===== src/rtl/lc3_program_loader.sv =====
// Framed byte-stream loader for the LC-3 direct memory port: packs big-endian words,
// writes them from the frame origin, and holds the CPU in reset until the checksum verifies.
module lc3_program_loader #(
    parameter logic [7:0] SYNC_BYTE      = 8'hA5,
    parameter int         TIMEOUT_CYCLES = 1000000,
    parameter int         TIMEOUT_W      = 20
) (
    input  logic        clk,
    input  logic        reset,
    input  logic [7:0]  rx_data,
    input  logic        rx_valid,
    output logic        rx_ready,
    input  logic        arm,
    output logic [15:0] address_in_direct,
    output logic [15:0] data_in_direct,
    output logic        mem_we,
    output logic        cpu_hold,
    output logic        done,
    output logic [1:0]  error_code,
    output logic [15:0] start_pc
);

    typedef enum logic [3:0] {
        S_SYNC, S_ORIG_HI, S_ORIG_LO, S_CNT_HI, S_CNT_LO,
        S_DATA_HI, S_DATA_LO, S_WRITE, S_CHK, S_DONE, S_ERROR
    } state_t;

    localparam logic [1:0] ERR_NONE    = 2'b00;
    localparam logic [1:0] ERR_CHKSUM  = 2'b01;
    localparam logic [1:0] ERR_TIMEOUT = 2'b10;
    localparam logic [TIMEOUT_W-1:0] IDLE_LAST = TIMEOUT_W'(TIMEOUT_CYCLES - 1);

    state_t               state_q, state_d;
    logic [15:0]          addr_q, addr_d;
    logic [15:0]          orig_q, orig_d;
    logic [15:0]          cnt_q, cnt_d;
    logic [15:0]          data_q, data_d;
    logic [7:0]           sum_q, sum_d;
    logic [TIMEOUT_W-1:0] idle_q, idle_d;
    logic [1:0]           err_q, err_d;
    logic [15:0]          start_pc_q, start_pc_d;
    logic                 rx_ready_q, rx_ready_d;
    logic                 mem_we_q, mem_we_d;
    logic                 cpu_hold_q, cpu_hold_d;
    logic                 done_q, done_d;

    logic       accept;
    logic       counting;
    logic       timeout;
    logic [7:0] sum_plus_rx;

    assign accept      = rx_valid && rx_ready_q;
    assign sum_plus_rx = sum_q + rx_data;

    // NOTE: every signal written here gets a default first, so no path leaves it unassigned (no latches).
    always_comb begin
        state_d    = state_q;
        addr_d     = addr_q;
        orig_d     = orig_q;
        cnt_d      = cnt_q;
        data_d     = data_q;
        sum_d      = sum_q;
        err_d      = err_q;
        start_pc_d = start_pc_q;

        counting = !(state_q inside {S_SYNC, S_WRITE, S_DONE, S_ERROR});
        idle_d   = (counting && !accept) ? idle_q + TIMEOUT_W'(1) : '0;
        timeout  = counting && !accept && (idle_q == IDLE_LAST);

        unique case (state_q)
            S_SYNC: if (accept && rx_data == SYNC_BYTE) begin
                state_d = S_ORIG_HI;
                sum_d   = 8'h00;
            end
            S_ORIG_HI: if (accept) begin
                addr_d[15:8] = rx_data;
                orig_d[15:8] = rx_data;
                sum_d        = sum_plus_rx;
                state_d      = S_ORIG_LO;
            end
            S_ORIG_LO: if (accept) begin
                addr_d[7:0] = rx_data;
                orig_d[7:0] = rx_data;
                sum_d       = sum_plus_rx;
                state_d     = S_CNT_HI;
            end
            S_CNT_HI: if (accept) begin
                cnt_d[15:8] = rx_data;
                sum_d       = sum_plus_rx;
                state_d     = S_CNT_LO;
            end
            S_CNT_LO: if (accept) begin
                cnt_d[7:0] = rx_data;
                sum_d      = sum_plus_rx;
                state_d    = ({cnt_q[15:8], rx_data} == 16'h0000) ? S_CHK : S_DATA_HI;
            end
            S_DATA_HI: if (accept) begin
                data_d[15:8] = rx_data;
                sum_d        = sum_plus_rx;
                state_d      = S_DATA_LO;
            end
            S_DATA_LO: if (accept) begin
                data_d[7:0] = rx_data;
                sum_d       = sum_plus_rx;
                state_d     = S_WRITE;
            end
            S_WRITE: begin
                // The write strobe is high in this cycle; the pointer moves on only afterwards.
                addr_d  = addr_q + 16'd1;
                cnt_d   = cnt_q - 16'd1;
                state_d = (cnt_q == 16'd1) ? S_CHK : S_DATA_HI;
            end
            S_CHK: if (accept) begin
                if (sum_plus_rx == 8'h00) begin
                    state_d    = S_DONE;
                    start_pc_d = orig_q;
                end else begin
                    state_d = S_ERROR;
                    err_d   = ERR_CHKSUM;
                end
            end
            S_DONE, S_ERROR: if (arm) begin
                state_d = S_SYNC;
                err_d   = ERR_NONE;
            end
            default: state_d = S_SYNC;
        endcase

        if (timeout) begin
            state_d = S_ERROR;
            err_d   = ERR_TIMEOUT;
        end

        // Outputs are decoded from the next state so they are registered yet aligned with it.
        rx_ready_d = !(state_d inside {S_WRITE, S_DONE, S_ERROR});
        mem_we_d   = (state_d == S_WRITE);
        cpu_hold_d = (state_d != S_DONE);
        done_d     = (state_d == S_DONE);
    end

    // NOTE: sequential state uses non-blocking assignments only, so every flop samples pre-edge values.
    always_ff @(posedge clk) begin
        if (reset) begin
            state_q    <= S_SYNC;
            addr_q     <= '0;
            orig_q     <= '0;
            cnt_q      <= '0;
            data_q     <= '0;
            sum_q      <= '0;
            idle_q     <= '0;
            err_q      <= ERR_NONE;
            start_pc_q <= '0;
            rx_ready_q <= 1'b0;
            mem_we_q   <= 1'b0;
            cpu_hold_q <= 1'b1;
            done_q     <= 1'b0;
        end else begin
            state_q    <= state_d;
            addr_q     <= addr_d;
            orig_q     <= orig_d;
            cnt_q      <= cnt_d;
            data_q     <= data_d;
            sum_q      <= sum_d;
            idle_q     <= idle_d;
            err_q      <= err_d;
            start_pc_q <= start_pc_d;
            rx_ready_q <= rx_ready_d;
            mem_we_q   <= mem_we_d;
            cpu_hold_q <= cpu_hold_d;
            done_q     <= done_d;
        end
    end

    assign rx_ready          = rx_ready_q;
    assign address_in_direct = addr_q;
    assign data_in_direct    = data_q;
    assign mem_we            = mem_we_q;
    assign cpu_hold          = cpu_hold_q;
    assign done              = done_q;
    assign error_code        = err_q;
    assign start_pc          = start_pc_q;

endmodule


===== config.mk =====
export PLATFORM = sky130hd
export DESIGN_NAME = lc3_program_loader
export DESIGN_NICKNAME = d
export VERILOG_FILES = /design/src/rtl/lc3_program_loader.sv
export SDC_FILE = /design/constraint.sdc
export NUM_CORES = 1
export LEC_CHECK = 0
export ABC_AREA = 1
export CELL_PAD_IN_SITES_DETAIL_PLACEMENT = 0
export CELL_PAD_IN_SITES_GLOBAL_PLACEMENT = 2
export CORE_AREA = 8 8 155 157
export DETAILED_ROUTE_END_ITERATION = 10
export DIE_AREA = 0 0 163 165
export PLACE_DENSITY_LB_ADDON = 0.08
export SYNTH_ARGS = -nofsm -noshare
export SYNTH_HDL_FRONTEND = slang
export SYNTH_SLANG_ARGS = --single-unit

===== constraint.sdc =====
create_clock -name clk -period 2.2 [get_ports clk]
set_input_delay 0.22 -clock clk [delete_from_list [all_inputs] [get_ports clk]]
set_output_delay 0.22 -clock clk [all_outputs]
set_load 0.01 [all_outputs]

Word-level counts from Yosys, hierarchy flattened

Cells that the tools add are included.
W data, S select, Z words.

Register bits after elaboration: 118
Word-level logic and storage cells: 114

Reduce and logical (&&, ||, !) cells: 35
Eq/ne operators: 29
Bitwise operators: 1
Add/sub/neg operators: 4
Multiplexer cells: 27

Operators by type and width:

| cell                    | number |
|---|---|
| $pmux W8 S2             | 5 |
| $mux W4                 | 12 |
| $pmux W4 S10            | 1 |
| $mux W8                 | 3 |
| $add A20 B1 Y20 const B | 1 |
| $eq A20 B20 Y1 const B  | 1 |
| $eq A4 B3 Y1 const B    | 5 |
| $eq A4 B4 Y1 const B    | 5 |
| $add A16 B1 Y16 const B | 1 |
| $eq A16 B1 Y1 const B   | 1 |
| $logic_not A16 Y1       | 1 |
| $reduce_and A2 Y1       | 8 |
| $sub A16 B1 Y16 const B | 1 |
| $ne A2 B2 Y1 const B    | 7 |
| $reduce_bool A2 Y1      | 6 |
| $mux W2                 | 5 |
| $ne A3 B3 Y1 const B    | 3 |
| $add A8 B8 Y8           | 1 |
| $eq A4 B2 Y1 const B    | 2 |
| $eq A8 B8 Y1 const B    | 1 |
| $logic_not A8 Y1        | 1 |
| $reduce_and A4 Y1       | 2 |
| $reduce_and A3 Y1       | 2 |
| $reduce_bool A3 Y1      | 2 |
| 11 further kinds        | 19 |

Logic depth before layout (Yosys ltp)

Depth in word-level cells: 9
Depth in mapped cells: 15

Least setup slack after synthesis

No wires, ideal clock.

Path type: register to register
From: register sum_q[0]
To: register start_pc_q[10] (netlist: start_pc[10])
Cell stages (with the launch flop): 13
Path slack: -21 ps
Path buffers: 1
Required time: 2061 ps
Arrival: 2082 ps
Cell sequence: dfxtp_1 ha_1 fa_1 or2_2 nor2_1 nand3_2 nor2_4 nand2_4 inv_8 nand3_4 buf_6 nand2_2 a21oi_2

Longest elaborated chain between the ends: 3

Ends and longest elaborated chain:

| element                            | RTL line | source |
|---|---|---|
| start: declaration                 | 38       | `logic [7:0] sum_q, sum_d;` |
| start signal: assignment           | 163      | `sum_q <= sum_d;` |
| $add A8 B8 Y8                      | 53       | `assign sum_plus_rx = sum_q + rx_data;` |
| $logic_not A8 Y1                   | 114      | `if (sum_plus_rx == 8'h00) begin` |
| $reduce_and A3 Y1 (no source line) | -        |  |
| end signal: assignment             | 166      | `start_pc_q <= start_pc_d;` |
| end: declaration                   | 41       | `logic [15:0] start_pc_q, start_pc_d;` |

No other way between the ends.
A chain may end at the register's enable or synchronous reset.

Worst setup path after layout

From: register sum_q[0]
To: register start_pc_q[11] (netlist: start_pc[11])

The elaborated chain is that of the path after synthesis.

==> flow_summary.ini <==
[outcome]
status = completed

[logic_synthesis]
yosysMostFrequentCell = nand2_1
synth_area_leaders = dfxtp_1 (39%), nand2_1 (12%), nor2_1 (5.8%)
synth_cells = 853
synth_area_leader_cell = dfxtp_1
netlist_area_mm2 = 0.006113
synthArstFlopShare = 0
synth-edff-count = 0
yosysUniqueCellTypes = 51
ys_seq_elements = 118
synthFlopType = dfxtp_1
synth_top_area_share = 0.3864
synthTopCellsByCount = nand2_1 (198), dfxtp_1 (118), nor2_1 (94)
avgSynthCellArea_um2 = 7.167
yosys_warnings = 0
synth_fp_nets = 877
synth.yosys.seq_area_share = 0.3864

[floorplanning]
core_area_mm2 = 0.02149
initial_core_util = 0.2845
die_y_um = 165
io_pins = 66
die_x_um = 163
die_area_mm2 = 0.02690
rows = 54

[sta]
fmax_ghz = 0.4651
fin_worst_skew_ns = 0.01139
period_share = 0.9773
slew_headroom = 0.4146
tightestPinTransition_ns = 0.8782
finalCriticalPeriod_ns = 2.150
slew_viol_final = 0
rsz0062_at_grt = yes
setup_viol = 0
setup_slack_ns = 0.04992
hold_viol_final = 0

[cells_and_area]
syn2layout_area_growth_pct = 31.01
drive_gt1_frac = 0.1713
stdcell_count = 1249
fin_util = 0.3728
diodes = 0
fin_area_mm2 = 0.008009
nets = 980

[global_routing]
grt_max_degree = 68
grt-ovfl-total = 0
antenna_found_initial = 0
grt_pass1_vias = 5876
grt_usage = 0.1482
grt_first_pass_wirelength_um = 31260

[pwr]
p_per_area_mw_per_mm2 = 661.7
p_seq_frac = 0.408
p_leak_nw = 3.195
combPwrFrac = 0.052
switching_power_mw = 1.244
switching_share = 0.2348
clkPwrFrac = 0.540
p_int_mw = 4.055
ir_drop_v = 0.0004165

[place]
place_inst = 1213
hpwl_um = 14080
place_area_mm2 = 0.007305
post-place-ws_ns = -0.6200
gp_congestion = 0.8064
io_buffers = 65

[clock_tree]
clk_latency_ns = 0.42
clock_path_buffers = 2
htree_levels = 4
clock-sinks = 118
ctsHoldBuffers = 0
cts_tree = built
path_clk_slew_ns = 0.06
cts-root-buf = clkbuf_16
cts_made_buffers = 17

[worst_setup_path]
path_class = reg -> reg
cp-end-kind = flop
crit_path_start_kind = flop
crit_fanout = 8
worstPathRequired_ns = 2.46
cp.arrival_ns = 2.41

[drt]
drt_iter0_drc = 202
drc = 0
postRouteAntennaNets = 0
dr.pass1.iters = 5
finalWirelength_um = 19490
viasPerCell = 4.677
wl_per_cell_um = 15.61
detailroute.via_count = 5841

[flow_run]
drv_cap = 0

[hold_path]
hold_path.class = in -> reg
==> worst max-delay path, stage by stage (launching register included) <==
cell,delay [ns]
dfxtp_2,0.35
ha_4,0.13
fa_2,0.44
or2_4,0.25
nor2_4,0.08
nand3_2,0.08
nor2_4,0.12
nand2_4,0.09
inv_8,0.10
nand3_4,0.15
nand2_2,0.14
a21oi_2,0.06
==> layout make-up <==
type | count | area, µm²
well taps | 280 | 350.3
fillers | 2263 | 13480
inverters | 96 | 367.9
clock inverters | 13 | 155.1
repair buffers | 112 | 1032
clock buffers | 19 | 442.9
multi-input cells | 611 | 3297
flip-flops and latches | 118 | 2364
==> placed cells by master, fill, tap and decap left out, drive strengths merged, types with 6 or more instances in the layout <==
master | synthesis | routed
nor2 | 102 | 102
a21oi | 76 | 76
clkinv | 0 | 6
xor2 | 16 | 16
dfxtp | 118 | 118
nor3 | 17 | 17
clkdlybuf4s50 | 0 | 62
xnor2 | 6 | 6
inv | 96 | 97
buf | 16 | 48
nand4 | 29 | 29
clkbuf | 13 | 19
o21ai | 37 | 37
nand3 | 49 | 50
ha | 11 | 11
nand2 | 216 | 216
a31oi | 18 | 18
==> kinds of logic after synthesis <==
logic type | Yosys count | share of synthesized area
AO/OA/AOI/OAI | 147 | 0.1400
XOR/XNOR | 22 | 0.03152
adder cells (fa/ha/maj) | 12 | 0.02579
buffers and inverters | 125 | 0.08473
flip-flops | 118 | 0.3864
AND/OR/NAND/NOR | 429 | 0.3316
==> sequential cells by signal, indices dropped and copies added, names as in the netlist <==
signal and count:
sum_q 8, error_code 2, done 1, cpu_hold 1, state_q 4, start_pc 16, orig_q 16, mem_we 1
address_in_direct 16, idle_q 20, rx_ready 1, data_in_direct 16, cnt_q 16
==> final timing paths <==
check / startpoint / end / slack (ns) / cells after the start
worst max-delay path: sum_q[0] / start_pc[11] / 0.05 / 11
worst min-delay path: reset / idle_q[18] / 0.19 / 4
worst max register to register: sum_q[0] / start_pc[11] / 0.05 / 11
worst min register to register: idle_q[0] / idle_q[0] / 0.45 / 1
==> metrics by stage <==
step                power (mW)   TNS [ns]  hold slack (ns)
floorplan                2.343          0           0.2998
global placement         2.485     -12.19           0.4302
detailed placement       2.484     -12.83           0.4468
CTS                      5.376  -0.006468           0.1865
global route             5.495    -0.7492           0.2167
finish                   5.299          0           0.1908
==> routing by layer <==
| layer | up-vias | GRT usage | part of all wire |
|---|---|---|---|
| met2 | 68 | 0.2516 | 0.48 |
| met5 | - | 0 | 0 |
| met4 | 0 | 0.04796 | 0.016 |
| met3 | 19 | 0.03240 | 0.029 |
| li1 | 3015 | - | - |
| met1 | 2739 | 0.1835 | 0.47 |
==> power by group through the flow <==
stage	combinational [mW]	sequential (mW)	clock [mW]
global route	0.307	2.16	3.03
floorplan	0.137	2.21	0
detailed placement	0.276	2.21	0
global placement	0.277	2.21	0
finish	0.278	2.16	2.86
CTS	0.282	2.16	2.93
==> what timing repair did <==
action,CTS,global route
pin swaps,7,9
buffers inserted,1,1
endpoints found under the setup margin,21,21
resized for setup,9,8
hold endpoints to repair,0,0
cloned,2,0
No activity file was read; power rests on OpenSTA's default activity.
